[src/rtl/proc_alu_arb_pkg.sv]
// Shared types for the two-requester ALU arbiter: FSM states, opcode constants
// and the round-robin pick used in IDLE.
package proc_alu_arb_pkg;

   typedef enum logic [1:0] {
      IDLE = 2'd0,
      EXEC = 2'd1,
      RESP = 2'd2
   } arb_state_e;

   localparam int ALU_OP_ADD = 0;

   // last = index granted most recently; on a tie the other requester wins.
   function automatic logic [1:0] rr_grant(input logic v0, input logic v1, input logic last);
      logic [1:0] g;
      g[0] = v0 & (~v1 | last);
      g[1] = v1 & (~v0 | ~last);
      return g;
   endfunction

endpackage

[src/rtl/proc_alu_arb_if.sv]
// Request/response bus of proc_alu_arb; slave side faces the arbiter,
// master side faces the requesters and the result consumer.
interface proc_alu_arb_if #(
   parameter int DATA_WIDTH = 32,
   parameter int ISA_DPTH   = 64
);
   localparam int OPW = $clog2(ISA_DPTH);

   logic                  i_req0_valid;
   logic                  o_req0_ready;
   logic [OPW-1:0]        i_req0_opcode;
   logic [DATA_WIDTH-1:0] i_req0_data_a;
   logic [DATA_WIDTH-1:0] i_req0_data_b;
   logic                  i_req1_valid;
   logic                  o_req1_ready;
   logic [OPW-1:0]        i_req1_opcode;
   logic [DATA_WIDTH-1:0] i_req1_data_a;
   logic [DATA_WIDTH-1:0] i_req1_data_b;
   logic                  o_rsp_valid;
   logic                  i_rsp_ready;
   logic [DATA_WIDTH-1:0] o_rsp_data;
   logic                  o_rsp_id;

   modport slave (
      input  i_req0_valid, i_req0_opcode, i_req0_data_a, i_req0_data_b,
      input  i_req1_valid, i_req1_opcode, i_req1_data_a, i_req1_data_b,
      input  i_rsp_ready,
      output o_req0_ready, o_req1_ready, o_rsp_valid, o_rsp_data, o_rsp_id
   );

   modport master (
      output i_req0_valid, i_req0_opcode, i_req0_data_a, i_req0_data_b,
      output i_req1_valid, i_req1_opcode, i_req1_data_a, i_req1_data_b,
      output i_rsp_ready,
      input  o_req0_ready, o_req1_ready, o_rsp_valid, o_rsp_data, o_rsp_id
   );

endinterface

[src/rtl/proc_alu.sv]
// Combinational ALU shared by the arbiter: ADD wraps at DATA_WIDTH, all
// other opcodes yield zero.
module proc_alu
   import proc_alu_arb_pkg::*;
#(
   parameter int DATA_WIDTH = 32,
   parameter int ISA_DPTH   = 64,
   localparam int OPW       = $clog2(ISA_DPTH)
) (
   input  logic [OPW-1:0]        i_op,
   input  logic [DATA_WIDTH-1:0] i_a,
   input  logic [DATA_WIDTH-1:0] i_b,
   output logic [DATA_WIDTH-1:0] o_res
);

   always_comb begin
      o_res = '0;
      if (i_op == OPW'(ALU_OP_ADD)) o_res = i_a + i_b;
   end

endmodule

[src/rtl/proc_alu_arb.sv]
// Two-requester round-robin front end for one proc_alu: IDLE grants and
// latches, EXEC registers the result, RESP holds it until accepted.
module proc_alu_arb
   import proc_alu_arb_pkg::*;
#(
   parameter int DATA_WIDTH = 32,
   parameter int ISA_DPTH   = 64
) (
   input  logic          i_clk,
   input  logic          i_rst_n,
   proc_alu_arb_if.slave bus
);

   localparam int OPW = $clog2(ISA_DPTH);

   arb_state_e            state_q;
   logic                  last_q;
   logic                  id_q;
   logic [OPW-1:0]        op_q;
   logic [DATA_WIDTH-1:0] a_q, b_q;
   logic                  rsp_valid_q;
   logic                  rsp_id_q;
   logic [DATA_WIDTH-1:0] rsp_data_q;

   logic [1:0]            gnt;
   logic [OPW-1:0]        op_d;
   logic [DATA_WIDTH-1:0] a_d, b_d;
   logic [DATA_WIDTH-1:0] alu_res;

   // Readys are combinational from state and valids; gated in reset so
   // nothing looks accepted while the block is held.
   always_comb begin
      gnt = 2'b00;
      if (i_rst_n && state_q == IDLE)
         gnt = rr_grant(bus.i_req0_valid, bus.i_req1_valid, last_q);
      op_d = gnt[1] ? bus.i_req1_opcode : bus.i_req0_opcode;
      a_d  = gnt[1] ? bus.i_req1_data_a : bus.i_req0_data_a;
      b_d  = gnt[1] ? bus.i_req1_data_b : bus.i_req0_data_b;
   end

   assign bus.o_req0_ready = gnt[0];
   assign bus.o_req1_ready = gnt[1];
   assign bus.o_rsp_valid  = rsp_valid_q;
   assign bus.o_rsp_data   = rsp_data_q;
   assign bus.o_rsp_id     = rsp_id_q;

   proc_alu #(
      .DATA_WIDTH (DATA_WIDTH),
      .ISA_DPTH   (ISA_DPTH)
   ) u_alu (
      .i_op  (op_q),
      .i_a   (a_q),
      .i_b   (b_q),
      .o_res (alu_res)
   );

   always_ff @(posedge i_clk or negedge i_rst_n) begin
      if (!i_rst_n) begin
         state_q     <= IDLE;
         last_q      <= 1'b1;
         id_q        <= 1'b0;
         op_q        <= '0;
         a_q         <= '0;
         b_q         <= '0;
         rsp_valid_q <= 1'b0;
         rsp_id_q    <= 1'b0;
         rsp_data_q  <= '0;
      end else begin
         case (state_q)
            IDLE: begin
               if (|gnt) begin
                  op_q    <= op_d;
                  a_q     <= a_d;
                  b_q     <= b_d;
                  id_q    <= gnt[1];
                  last_q  <= gnt[1];
                  state_q <= EXEC;
               end
            end
            EXEC: begin
               rsp_data_q  <= alu_res;
               rsp_id_q    <= id_q;
               rsp_valid_q <= 1'b1;
               state_q     <= RESP;
            end
            RESP: begin
               if (bus.i_rsp_ready) begin
                  rsp_valid_q <= 1'b0;
                  state_q     <= IDLE;
               end
            end
            default: state_q <= IDLE;
         endcase
      end
   end

endmodule
[src/flat_wrapper.sv]
// flat-port wrapper written by rule: the top's interface ports become plain ports
module proc_alu_arb_flat import proc_alu_arb_pkg::*;
#(
   parameter int DATA_WIDTH = 32,
   parameter int ISA_DPTH   = 64
)
  (i_clk, i_rst_n, bus_i_req0_valid, bus_i_req0_opcode, bus_i_req0_data_a, bus_i_req0_data_b, bus_i_req1_valid, bus_i_req1_opcode, bus_i_req1_data_a, bus_i_req1_data_b, bus_i_rsp_ready, bus_o_req0_ready, bus_o_req1_ready, bus_o_rsp_valid, bus_o_rsp_data, bus_o_rsp_id);
  proc_alu_arb_if #(.DATA_WIDTH(DATA_WIDTH), .ISA_DPTH(ISA_DPTH)) bus_i ();
  input  logic i_clk;
  input  logic i_rst_n;
  input wire logic [$bits(bus_i.i_req0_valid)-1:0] bus_i_req0_valid;
  input wire logic [$bits(bus_i.i_req0_opcode)-1:0] bus_i_req0_opcode;
  input wire logic [$bits(bus_i.i_req0_data_a)-1:0] bus_i_req0_data_a;
  input wire logic [$bits(bus_i.i_req0_data_b)-1:0] bus_i_req0_data_b;
  input wire logic [$bits(bus_i.i_req1_valid)-1:0] bus_i_req1_valid;
  input wire logic [$bits(bus_i.i_req1_opcode)-1:0] bus_i_req1_opcode;
  input wire logic [$bits(bus_i.i_req1_data_a)-1:0] bus_i_req1_data_a;
  input wire logic [$bits(bus_i.i_req1_data_b)-1:0] bus_i_req1_data_b;
  input wire logic [$bits(bus_i.i_rsp_ready)-1:0] bus_i_rsp_ready;
  output wire logic [$bits(bus_i.o_req0_ready)-1:0] bus_o_req0_ready;
  output wire logic [$bits(bus_i.o_req1_ready)-1:0] bus_o_req1_ready;
  output wire logic [$bits(bus_i.o_rsp_valid)-1:0] bus_o_rsp_valid;
  output wire logic [$bits(bus_i.o_rsp_data)-1:0] bus_o_rsp_data;
  output wire logic [$bits(bus_i.o_rsp_id)-1:0] bus_o_rsp_id;
  assign bus_i.i_req0_valid = bus_i_req0_valid;
  assign bus_i.i_req0_opcode = bus_i_req0_opcode;
  assign bus_i.i_req0_data_a = bus_i_req0_data_a;
  assign bus_i.i_req0_data_b = bus_i_req0_data_b;
  assign bus_i.i_req1_valid = bus_i_req1_valid;
  assign bus_i.i_req1_opcode = bus_i_req1_opcode;
  assign bus_i.i_req1_data_a = bus_i_req1_data_a;
  assign bus_i.i_req1_data_b = bus_i_req1_data_b;
  assign bus_i.i_rsp_ready = bus_i_rsp_ready;
  assign bus_o_req0_ready = bus_i.o_req0_ready;
  assign bus_o_req1_ready = bus_i.o_req1_ready;
  assign bus_o_rsp_valid = bus_i.o_rsp_valid;
  assign bus_o_rsp_data = bus_i.o_rsp_data;
  assign bus_o_rsp_id = bus_i.o_rsp_id;
  proc_alu_arb #(.DATA_WIDTH(DATA_WIDTH), .ISA_DPTH(ISA_DPTH)) u_core (.i_clk(i_clk), .i_rst_n(i_rst_n), .bus(bus_i));
endmodule
[config.mk]
export PLATFORM = sky130hd
export DESIGN_NAME = proc_alu_arb_flat
export DESIGN_NICKNAME = d
export VERILOG_FILES = /design/src/rtl/proc_alu_arb_pkg.sv /design/src/rtl/proc_alu_arb_if.sv /design/src/rtl/proc_alu.sv /design/src/rtl/proc_alu_arb.sv /design/src/flat_wrapper.sv
export SDC_FILE = /design/constraint.sdc
export NUM_CORES = 1
export LEC_CHECK = 0
export BUFFER_PORTS_ARGS = -buffer_cell sky130_fd_sc_hd__buf_2
export CAP_MARGIN = 20
export CORE_ASPECT_RATIO = 0.75
export CORE_UTILIZATION = 55
export DETAILED_ROUTE_END_ITERATION = 12
export PLACE_DENSITY = 0.91
export SLEW_MARGIN = 30
export SYNTH_ARGS = -nofsm -noshare
export SYNTH_HDL_FRONTEND = slang
export SYNTH_SLANG_ARGS = --single-unit
[constraint.sdc]
create_clock -name i_clk -period 4.35 [get_ports i_clk]
set_clock_uncertainty 0.15 [all_clocks]
set_input_delay 0.2175 -clock i_clk [delete_from_list [all_inputs] [get_ports i_clk]]
set_output_delay 0.2175 -clock i_clk [all_outputs]
set_load 0.05 [all_outputs]
Word-level counts from Yosys, hierarchy flattened
Index checks and enable logic that the tools add are counted.
- register bits: 108
- latch bits: 0
- RAM bits: 0
- memory bits (read-only): 0
- input bits: 145
- output and inout port bits: 36
- memories: 0
- $add $sub $neg: 1
- multipliers: 0
- div/mod/pow operators: 0
- magnitude comparators: 0
- equality and inequality tests: 4
- shift-type cells: 0
- mux-type cells: 10
- bitwise logic cells: 7
- reductions and logical operators: 8
- operator list (kind ; count):
    two-way mux 32 bit ; 3
    adder 32 bit ; 1
    logical NOT 6 bit ; 1
    two-way mux 2 bit ; 3
    two-way mux 6 bit ; 1
    case mux 2 bit (3 select lines) ; 1
    AND reduction 2 bit ; 3
    inequality test 2 bit (second input constant) ; 2
    inverter 1 bit ; 3
    bitwise AND 1 bit ; 2
    equality test 2 x 1 -> 1 bit (second input constant) ; 1
    equality test 2 bit (second input constant) ; 1
    logical NOT 2 bit ; 1
    OR 1 bit ; 2
    case mux 1 bit (2 select lines) ; 1
    nonzero test 2 bit ; 1
    OR reduction 2 bit ; 1
    logical AND 1 bit ; 1
    two-way mux 1 bit ; 1

Longest topological paths before layout
- word-level depth: 7
- gate-level depth with buffers: 11
- depth with buffers taken out: 11

Cells and area by module
Synthesis repeated with hierarchy kept, for this count alone.
- cell total of the unflattened synthesis: 780
- area total of the unflattened synthesis: 7004.2 sq um
- modules (own cells, without submodules) (module ; instances ; cells an instance ; area each (sq um)):
    proc_alu_arb ; 1 ; 497 ; 5074.9
    proc_alu ; 1 ; 283 ; 1929.4

Least setup slack after synthesis
Ideal clock, no wire load.
- kind: register -> register
- start point: register u_core.b_q[0]
- end point: register u_core.rsp_data_q[30] (netlist: u_core.bus.o_rsp_data[30])
- arrival: 2.498 ns
- required time: 4.078 ns
- setup slack: 1.580 ns
- cell stages (with the launch flop): 12
- path buffers: 0
- path through: dfrtp_1 ha_1 inv_1 fa_1 and2b_1 o21bai_4 a31oi_4 a211oi_2 o41a_4 nor2_1 o21ai_0 a32o_1
- longest elaborated chain between the ends: 2
- ends and longest elaborated chain (what ; RTL line ; RTL):
    start: declaration ; proc_alu_arb.sv:20 ; logic [DATA_WIDTH-1:0] a_q, b_q;
    start signal: assignment ; proc_alu_arb.sv:64 ; b_q <= '0;
    start signal: assignment ; proc_alu_arb.sv:74 ; b_q <= b_d;
    adder 32 bit ; proc_alu.sv:18 ; if (i_op == OPW'(ALU_OP_ADD)) o_res = i_a + i_b;
    two-way mux 32 bit ; proc_alu.sv:18 ;
    end signal: assignment ; proc_alu_arb.sv:81 ; rsp_data_q <= alu_res;
    end: declaration ; proc_alu_arb.sv:23 ; logic [DATA_WIDTH-1:0] rsp_data_q;
No other way between the ends.
A chain may end at the register's enable or synchronous reset.

Worst setup path in the final report
- start point: input port i_rst_n
- end point: register u_core.a_q[9]
- longest elaborated chain between the ends: 4
- ends and longest elaborated chain (what ; RTL line ; RTL):
    start: declaration ; flat_wrapper.sv:10 ; input logic i_rst_n;
    logical AND 1 bit (*) ; proc_alu_arb.sv:34 ; if (i_rst_n && state_q == IDLE)
    two-way mux 2 bit (*) ; proc_alu_arb.sv:34 ;
    OR reduction 2 bit ; proc_alu_arb.sv:71 ; if (|gnt) begin
    AND reduction 2 bit (no source line) ; -- ;
    end signal: assignment ; proc_alu_arb.sv:63 ; a_q <= '0;
    end signal: assignment ; proc_alu_arb.sv:73 ; a_q <= a_d;
    end: declaration ; proc_alu_arb.sv:20 ;
Every way passes the cells marked *; elsewhere a longest branch is shown, timed or not.

==> summary.txt <==
Timing
  • Worst hold slack: 0.00714 ns
  • Relative slew slack: 38.7%
  • Worst slew pin tran: 0.918 ns
  • Worst setup margin: 0.832 ns
  • RSZ-0062 raised after global routing: no
  • Final Max Slew Viols: 0
  • Setup TNS: 0 ns
  • Maximum clock rate: between 200 and 300 MHz
  • Minimum clock period: about 3.5 ns
  • Crit share post-route: between 80% and 90%
  • Endpoints failing hold: 0
  • Final setup fails: 0

Global route
  • GRT Resource Usage Total: 35.8%
  • First-pass GRT wire length: 31300 um
  • Number of global-route vias before repair: ~6500
  • Initial antenna violation count: 0
  • Global route overflow: 0
  • Largest net degree at the start of global routing: 76

Yosys
  • Syn_nets: 910
  • Synth top area share: 43.9%
  • Fraction of the yosys area taken by sequential cells: 44.3%
  • Count of cell types in the netlist: 53
  • Most frequent cell after synthesis: nand2_1
  • Number of synthesized flops with an enable pin: 0
  • Ys Warns: 0
  • Post-synthesis simple-gate area fraction: 20.9%
  • Main combinational cell family by area after synthesis: simple AND/OR/NAND/NOR gates
  • Post-synth top flop: dfrtp_1
  • Synth Area in Adders: approximately 6.7%
  • Post-Synth XOR/XNOR Area: 3.73%
  • Compound-Gate Fraction of Synth Area: 20.4%
  • Mux contribution to synthesized area: less than 1%
  • Post-Synthesis Cells: between 700 and 800
  • Post-synth top cells: nand2_1 (196), dfrtp_1 (107), nor2_1 (87)
  • Syn Area/Cell: just over 8 sq um
  • Fraction of registers with async set/reset: 100%
  • Mapped cell area: 0.00610 sq mm
  • Yosys reg bits: 108
  • Synth area leader: dfrtp_1
  • Largest cells by area after synthesis: dfrtp_1 (44%), nand2_1 (12%), a31oi_1 (7.6%)

Clock tree
  • Worst-path clk slew: around 0.070 ns
  • Clk root buf: clkbuf_16
  • Setup bufs post-CTS: 0
  • Clk_lat worst skew: 0.35 ns
  • CTS Sinks: 108
  • H-tree Lvls: 3
  • CTS Buf Count: 9
  • CTS tree: done
  • Clock buffer depth: 2

Finish
  • Filler cells: around 620
  • Fraction of layout cells with a size suffix above 1: 21.5%
  • Nets: 1182
  • Antenna fix cells: 0
  • Post-Layout Cell Count: roughly 1100
  • Design Area, Final: 0.00857 sq mm
  • Fin util: 81.4%
  • Layout area overhead: 40.6%

Placed design
  • Cell Area, Placed: 0.00707 sq mm
  • DPL Wire Length: 11200 um
  • DP Cell Count: 1011
  • # port buffers: 180
  • Setup slack at placement: 1.35 ns
  • GP Congestion: 0.891

Worst setup path
  • Crit-path cells: dlygate4sd3_1, buf_4, nor3b_1, nand3_2, inv_2, buf_4, nand2_1, a31oi_1, dlygate4sd3_1
  • R2r setup slk: 0.91 ns
  • Required time of the critical path: approximately 4.5 ns
  • Worst endpoint data arrival time: between 3 and 4 ns
  • CP peak stage delay: 0.71 ns
  • Worst path slowest cell: inv_2
  • Crit path kind: primary input to register
  • CP Max Fanout: 53
  • Crit path launch type: primary input
  • Critical Path End Type: register

Floorplan
  • Die W: ~120 um
  • Die Span Y: slightly above 90 um
  • Die ar.: about 0.012 sq mm
  • Starting Density: 57.9%
  • # rows: 32
  • Core ar.: 0.0105 sq mm
  • IO Count: 181

Detailed routing
  • # DRC: 0
  • Vias after detailed routing: roughly 6600
  • Number of DRC markers in iteration 0: 405
  • WL final: just under 20000 um
  • Pre-antenna DRT Iters: 7
  • Avg WL per Cell: about 17 um
  • Vias per cell: between 5 and 6
  • Detail Route Antenna Nets: 0

Run status
  • Run status: completed

Min path
  • Hold WC Path Type: primary input to register

Power and ir drop
  • Power Total: 6.61 mW
  • Power per Cell Area: between 700 and 800 mW/mm^2
  • VDD IR-drop max: about 0.48 mV
  • P_leak: 4.24 nW

Flow run
  • Max-cap violations: 0
worst paths after layout:
path	startpoint	to	cells past startpoint
min in group asynchronous	i_rst_n	u_core.bus.o_rsp_data[23]	3
worst min-delay path	bus_i_req0_data_a[19]	u_core.a_q[19]	3
worst min register to register	u_core.bus.o_rsp_data[1]	u_core.bus.o_rsp_data[1]	2
worst max register to register	u_core.state_q[0]	u_core.a_q[9]	7
max in group asynchronous	i_rst_n	u_core.b_q[22]	4
worst max-delay path	i_rst_n	u_core.a_q[9]	9
report_power, final:
part	internal, mW	switching, mW
logic	1.80	2.28
clock network	0.490	0.358
registers	1.40	0.279
flip-flops by register name (all words and copies together), names as in the netlist:
signal	cells
u_core.state_q	2
u_core.a_q	32
u_core.id_q	1
u_core.b_q	32
u_core.bus.o_rsp_id	1
u_core.bus.o_rsp_data	32
u_core.bus.o_rsp_valid	1
u_core.op_q	6
u_core.last_q	1
cells by family (layout without fill, tap and decap cells):
logic type | Yosys count | after routing
AOI/OAI and AO/OA | 189 | 189
xor gates and xnor gates | 26 | 26
adders and majority gates | 32 | 32
buffers and inverters | 60 | 336
DFF | 108 | 108
muxes | 1 | 1
and+or+nand+nor | 317 | 317
layer usage:
| layer | share of wire (%) | vias to the layer above | wire length, um | global-route usage [%] |
|---|---|---|---|---|
| met5 | 0 | - | 0 | 0 |
| met4 | 4.0 | 0 | 787 | 17.4 |
| met3 | 7.7 | 82 | 1530 | 7.80 |
| met2 | 49 | 379 | 9780 | 61.6 |
| met1 | 39 | 3032 | 7760 | 42.4 |
| li1 | - | 3072 | - | - |
critical path: cells and delay by family:
kind | cells | cell delay [ns]
simple gates | 3 | 0.87
buf+inv | 5 | 2.34
compound gates | 1 | 0.21
cells in the final DEF, fill, tap and decap left out, types with 2 or more instances in the layout:
cell type and n:
o21ai_0 34, inv_1 14, nand4_1 3, buf_2 179, nor3_1 3, xnor2_1 13
nor3b_1 2, nor4_1 2, clkinvlp_4 2, o211ai_1 2, and3_1 4, and2_1 4
nand3_1 5, nand2b_1 4, nor2_1 87, a21o_1 14, ha_1 31, a22o_1 4
clkbuf_16 9, o21ai_1 4, a211oi_1 2, dlygate4sd3_1 119, a31oi_1 74, a221o_1 2
o21bai_1 5, a21oi_1 27, o31ai_1 3, clkbuf_8 3, buf_4 8, nand2_1 195
xor2_1 13, dfrtp_1 107, o21a_1 4
cell type report:
type	instances	area (sq um)	area share, %
clock buffer	12	267	3.11
clock inverter	3	45.0	0.525
inverter	15	56.3	0.657
multi-input combinational	565	3190	37.2
sequential	108	2700	31.5
tap	136	170	1.98
timing repair buffer	306	2150	25.0
repair_timing:
item | in CTS | in global routing
gates resized for setup | 0 | 0
hold buffers | 117 | 2
endpoints found under the hold margin | 119 | 2
endpoints found under the setup margin | 0 | 0
Power figures use the tool's default switching activity.
